`config.mk`:
```
export PLATFORM = sky130hd
export DESIGN_NAME = keypad_scanner
export DESIGN_NICKNAME = d
export VERILOG_FILES = /design/src/rtl/keypad_scanner.sv
export SDC_FILE = /design/constraint.sdc
export NUM_CORES = 1
export LEC_CHECK = 0
export ABC_AREA = 1
export CAP_MARGIN = 15
export CORE_ASPECT_RATIO = 1.1
export CORE_MARGIN = 1
export CORE_UTILIZATION = 53
export DETAILED_ROUTE_END_ITERATION = 8
export GPL_TIMING_DRIVEN = 0
export PLACE_DENSITY_LB_ADDON = 0.25
export SYNTH_ARGS = -nofsm -noshare
export SYNTH_HDL_FRONTEND = slang
export SYNTH_SLANG_ARGS = --single-unit
```
`constraint.sdc`:
```
create_clock -name clk -period 1.6 [get_ports clk]
set_input_delay 0.32 -clock clk [delete_from_list [all_inputs] [get_ports clk]]
set_output_delay 0.32 -clock clk [all_outputs]
set_load 0.005 [all_outputs]
```
`src/rtl/keypad_scanner.sv`:
```
`timescale 1ns/1ps
// keypad_scanner: 4x4 matrix keypad scanner with press/release debounce.
//   Drives one active-low column per slot, samples the synchronized rows at
//   slot end, debounces a single key and reports it as key_code with a
//   one-cycle key_valid pulse. Codes 0..3 select a one-hot peripheral on
//   module_sel, code 12 deselects all, other codes leave module_sel alone.
// Ports:
//   clk, rst_n       : clock, asynchronous active-low reset
//   row[3:0]         : active-low row lines (asynchronous)
//   col[3:0]         : active-low column drive, one bit low
//   key_valid        : one-cycle pulse per confirmed press
//   key_code[3:0]    : row*4+col of the last confirmed key
//   module_sel[3:0]  : one-hot peripheral select, zero = none
module keypad_scanner #(
   parameter int unsigned SCAN_DIV       = 50000,
   parameter int unsigned DEBOUNCE_SCANS = 4
) (
   input  logic       clk,
   input  logic       rst_n,
   input  logic [3:0] row,
   output logic [3:0] col,
   output logic       key_valid,
   output logic [3:0] key_code,
   output logic [3:0] module_sel
);

   localparam int unsigned SLOT_W = 16;
   localparam int unsigned CNT_W  = 8;
   localparam logic [SLOT_W-1:0] SLOT_LAST = SLOT_W'(SCAN_DIV - 1);
   localparam logic [CNT_W-1:0]  DB_TARGET = CNT_W'(DEBOUNCE_SCANS);

   typedef enum logic [1:0] {
      S_SCAN     = 2'd0,
      S_PRESS_DB = 2'd1,
      S_HOLD     = 2'd2,
      S_REL_DB   = 2'd3
   } state_t;

   state_t            state_q, state_d;
   logic [3:0]        row_meta_q, row_sync_q;
   logic [SLOT_W-1:0] slot_q, slot_d;
   logic [CNT_W-1:0]  cnt_q, cnt_d;
   logic [1:0]        col_idx_q, col_idx_d;
   logic [1:0]        row_idx_q, row_idx_d;
   logic [3:0]        col_q, col_d;
   logic              key_valid_q, key_valid_d;
   logic [3:0]        key_code_q, key_code_d;
   logic [3:0]        module_sel_q, module_sel_d;

   logic              sample_c;
   logic              any_low_c;
   logic              row_low_c;
   logic [1:0]        first_row_c;
   logic [CNT_W-1:0]  cnt_inc_c;
   logic              db_done_c;
   logic [3:0]        code_c;

   // Decision helpers; everything looks at the synchronized rows only.
   always_comb begin
      sample_c    = (slot_q == SLOT_LAST);
      any_low_c   = ~(&row_sync_q);
      row_low_c   = ~row_sync_q[row_idx_q];
      cnt_inc_c   = cnt_q + CNT_W'(1);
      db_done_c   = (cnt_inc_c == DB_TARGET);
      code_c      = {row_idx_q, col_idx_q};
      first_row_c = 2'd0;
      // Descending walk so the lowest-index low row wins.
      for (int i = 3; i >= 0; i--) begin
         if (!row_sync_q[i]) first_row_c = 2'(i);
      end
   end

   // Free-running slot counter; state changes never restart it.
   always_comb begin
      slot_d = sample_c ? '0 : slot_q + SLOT_W'(1);
   end

   // State register.
   always_ff @(posedge clk or negedge rst_n) begin
      if (!rst_n) state_q <= S_SCAN;
      else        state_q <= state_d;
   end

   // Next-state logic.
   always_comb begin
      state_d = state_q;
      if (sample_c) begin
         case (state_q)
            S_SCAN:     if (any_low_c) state_d = S_PRESS_DB;
            S_PRESS_DB: if (!row_low_c) state_d = S_SCAN;
                        else if (db_done_c) state_d = S_HOLD;
            S_HOLD:     if (!row_low_c) state_d = S_REL_DB;
            S_REL_DB:   if (row_low_c) state_d = S_HOLD;
                        else if (db_done_c) state_d = S_SCAN;
            default:    state_d = S_SCAN;
         endcase
      end
   end

   // Output / datapath logic.
   always_comb begin
      col_idx_d    = col_idx_q;
      row_idx_d    = row_idx_q;
      cnt_d        = cnt_q;
      key_valid_d  = 1'b0;
      key_code_d   = key_code_q;
      module_sel_d = module_sel_q;
      if (sample_c) begin
         case (state_q)
            S_SCAN: begin
               if (any_low_c) begin
                  row_idx_d = first_row_c;
                  cnt_d     = '0;
               end else begin
                  col_idx_d = col_idx_q + 2'd1;
               end
            end
            S_PRESS_DB: begin
               if (row_low_c) begin
                  cnt_d = cnt_inc_c;
                  if (db_done_c) begin
                     key_valid_d = 1'b1;
                     key_code_d  = code_c;
                     if (code_c < 4'd4)        module_sel_d = 4'b0001 << code_c[1:0];
                     else if (code_c == 4'd12) module_sel_d = 4'b0000;
                  end
               end else begin
                  col_idx_d = col_idx_q + 2'd1;
               end
            end
            S_HOLD: begin
               if (!row_low_c) cnt_d = '0;
            end
            S_REL_DB: begin
               if (!row_low_c) begin
                  cnt_d = cnt_inc_c;
                  if (db_done_c) col_idx_d = col_idx_q + 2'd1;
               end
            end
            default: ;
         endcase
      end
      col_d = ~(4'b0001 << col_idx_d);
   end

   // Synchronizer, slot counter and datapath registers.
   always_ff @(posedge clk or negedge rst_n) begin
      if (!rst_n) begin
         row_meta_q   <= 4'b1111;
         row_sync_q   <= 4'b1111;
         slot_q       <= '0;
         cnt_q        <= '0;
         col_idx_q    <= 2'd0;
         row_idx_q    <= 2'd0;
         col_q        <= 4'b1110;
         key_valid_q  <= 1'b0;
         key_code_q   <= 4'd0;
         module_sel_q <= 4'd0;
      end else begin
         row_meta_q   <= row;
         row_sync_q   <= row_meta_q;
         slot_q       <= slot_d;
         cnt_q        <= cnt_d;
         col_idx_q    <= col_idx_d;
         row_idx_q    <= row_idx_d;
         col_q        <= col_d;
         key_valid_q  <= key_valid_d;
         key_code_q   <= key_code_d;
         module_sel_q <= module_sel_d;
      end
   end

   assign col        = col_q;
   assign key_valid  = key_valid_q;
   assign key_code   = key_code_q;
   assign module_sel = module_sel_q;

endmodule

```
==> impl_metrics.ini <==
[outcome]
outcome = finished, violations left
violations = design-rule violations, negative setup slack

[power_and_ir_drop]
p_int_uw = 1840
p_sw_uw = 463
swShare_pct = 20.1
pwr-share-comb_pct = 2.9
cellLeakagePower_uw = 0.00168
clkPwrFrac_pct = 40.1
power_frac_seq_pct = 57.0
vdd_drop_max_uv = 484
power.density_nw_per_um2 = 617

[worst_setup_path]
crit_path_max_incr_delay_ns = 0.46
worst-path-buf-inv = 2
path_cells = nand2_1, inv_1, nand2_2, nor2_4, nand2_4, nor2_2, nand3b_1, o21ai_2, nand2_4, inv_2, nand2_1
crit_path_max_fanout = 5
critPathKind = reg -> reg
critical_path.slowest_cell = dfrtp_1
crit_path_end_kind = register
critPathLaunchType = register
crit_required_ns = 1.80
critPathTopFamily = simple AND/OR/NAND/NOR gates
worstPathArrival_ns = 1.99

[clock_tree]
clk_latency_ns = 0.31
clockRootBuffer = clkbuf_8
cts.sinks = 51
cts.clk_slew.worst_paths_ns = 0.09
ctsLongestPathBuffers = 2
htree_num_levels = 2
numCtsBuffers = 5
cts_tree = built

[finish]
final_core_util_pct = 74.6
layout-drive-gt1-share_pct = 43.9
fin_area_um2 = 3730
layout.cells.non_filler = 436
area_growth_pct = 35.8
nNetsFinal = 390
antenna_cells = 0
final_cell_mix = nand2_1, dfrtp_1, inv_1
layout_commonest_cell = nand2_1

[synth]
synth_area_leaders = dfrtp_1, nand2_1, dfstp_2, inv_1, nand2_2
syn_avg_cell_area_um2 = 8.61
synth.net_count = 332
ys.warnings.count = 0
syn_area_um2 = 2750
synth_top_area_share_pct = 36.4
yosysSeqAreaShare_pct = 46.9
synth_area_leader_cell = dfrtp_1
ys_ff_latch = 51
synthCells = 319
synth_cell_types = 37

[die]
start_util_pct = 55.0
fp.coreArea_um2 = 5000
die_x_um = 70.7
die-height_um = 77.5
die_area_um2 = 5480
core.rowCount = 27
io_pins = 19

[placed_design]
dp_hpwl_um = 3550
place.gp.congestion = 0.832
io_buffers = 18
pre_cts_slack_ns = -0.215
post-place-cells = 396
placed_area_um2 = 3020

[sta]
relSlewSlack_pct = 69.0
finalCritPeriodShare_pct = 112
layout_setup_ws_ns = -0.191
worst_pin_slew_ns = 0.465
finClkSkew_ns = 0.0115
holdWs_ns = 0.360
finalSetupViolations = 31
grt_setup_unrepaired = yes
hold_viol = 0
clock.fmax_mhz = 558
maxSlewViolCount = 0
finalCriticalPeriod_ns = 1.79

[global_route]
grt_start_max_net_pins = 33
grt-busiest-layer = met2
grtUsageTotal_pct = 22.4
grt_pass1_wl_um = 9560
grt_pass1_vias = 2177
grt_util_met1_pct = 25.4
met2_usage_pct = 40.9
grt-ovfl-total = 0
antenna_found_initial = 0
grtUsageMet3_pct = 4.81

[run]
drv_cap = 0

[drt]
postRouteAntennaNets = 0
drtIter0Drc = 124
vias = 2302
drc = 4
vias_per_cell = 5.28
wl_per_cell_um = 14.2
first_pass_iters = 6
drt_wl_total_um = 6200

[min_path]
hold_class = reg -> reg
==> routing by layer <==
metal	wire length, um	part of all wire, %
met5	0	0
met4	159	2.6
met3	203	3.3
met2	3410	55
met1	2430	39
==> cells by family (layout without fill, tap and decap cells) <==
group / Yosys count / after routing / share of synthesized area [%]
AO/OA/AOI/OAI: 35 / 35 / 8.97
XOR/XNOR: 3 / 3 / 0.956
buffers and inverters: 50 / 108 / 7.29
adder cells (fa/ha/maj): 7 / 7 / 3.19
AND/OR/NAND/NOR: 173 / 174 / 32.6
flip-flops: 51 / 51 / 46.9
==> state kept, by name, summed over array words and instances, names as in the netlist, named ones only <==
name and count:
row_idx_q 2, module_sel 4, col 4, slot_q 16, row_meta_q 4, state_q 1
col_idx_q 2, row_sync_q 4, key_valid 1, key_code 4, cnt_q 8
==> cell usage after synthesis, drive strengths merged <==
| library cell | instances |
|---|---|
| nand4 | 9 |
| nor3 | 7 |
| a221oi | 1 |
| dfstp | 11 |
| a31oi | 1 |
| a21oi | 5 |
| o2111ai | 1 |
| nand3 | 18 |
| nand3b | 2 |
| nor4 | 2 |
| a32oi | 1 |
| nand2 | 102 |
| and3 | 1 |
| clkinv | 2 |
| clkbuf | 1 |
| nor2 | 32 |
| inv | 46 |
| o21ai | 25 |
| buf | 1 |
| dfrtp | 40 |
| xor2 | 3 |
| o211ai | 1 |
| ha | 7 |
==> worst paths after layout <==
kind,from,depth (start not counted),slack [ns],end
worst max-delay path,slot_q[14],11,-0.19,col[0]
worst min-delay path,row_meta_q[0],0,0.36,row_sync_q[0]
worst max register to register,slot_q[14],11,-0.19,col[0]
worst min register to register,row_meta_q[0],0,0.36,row_sync_q[0]
max in group asynchronous,rst_n,3,0.52,row_sync_q[2]
min in group asynchronous,rst_n,2,0.49,cnt_q[6]
==> cell type report <==
type	count	area, um^2
Sequential cell	51	1290
Fill cell	357	1270
Clock buffer	6	82.6
Multi-Input combinational cell	219	1560
Clock inverter	2	35.0
Buffer	2	20.0
Tap cell	58	72.6
Inverter	48	188
Timing Repair Buffer	50	482
==> stage by stage <==
step           setup TNS [ns]  total power [uW]
2_1_floorplan         -0.0131              1350
3_3_place_gp           -60.73              1390
3_5_place_dp            -3.38              1400
4_1_cts                 -1.58              2320
5_1_grt                 -6.09              2390
6_report                -3.43              2300
==> power groups by stage <==
stage	Clock [uW]	Combinational (uW)	Sequential (uW)
floorplan	0	15.1	1340
global placement	0	54.6	1340
detailed placement	0	59.4	1340
CTS	937	66.2	1310
global route	1000	75.1	1310
finish	924	66.2	1310
==> repair_timing <==
action                     in CTS  in global routing
hold buffers                    1                  0
gates cloned                    2                  0
setup endpoints to repair      32                 34
gates resized for setup        33                 56
hold endpoints to repair       16                  0
pin swaps                      23                 31
setup buffers                  19                 12
(Power assumes the default switching activity.)
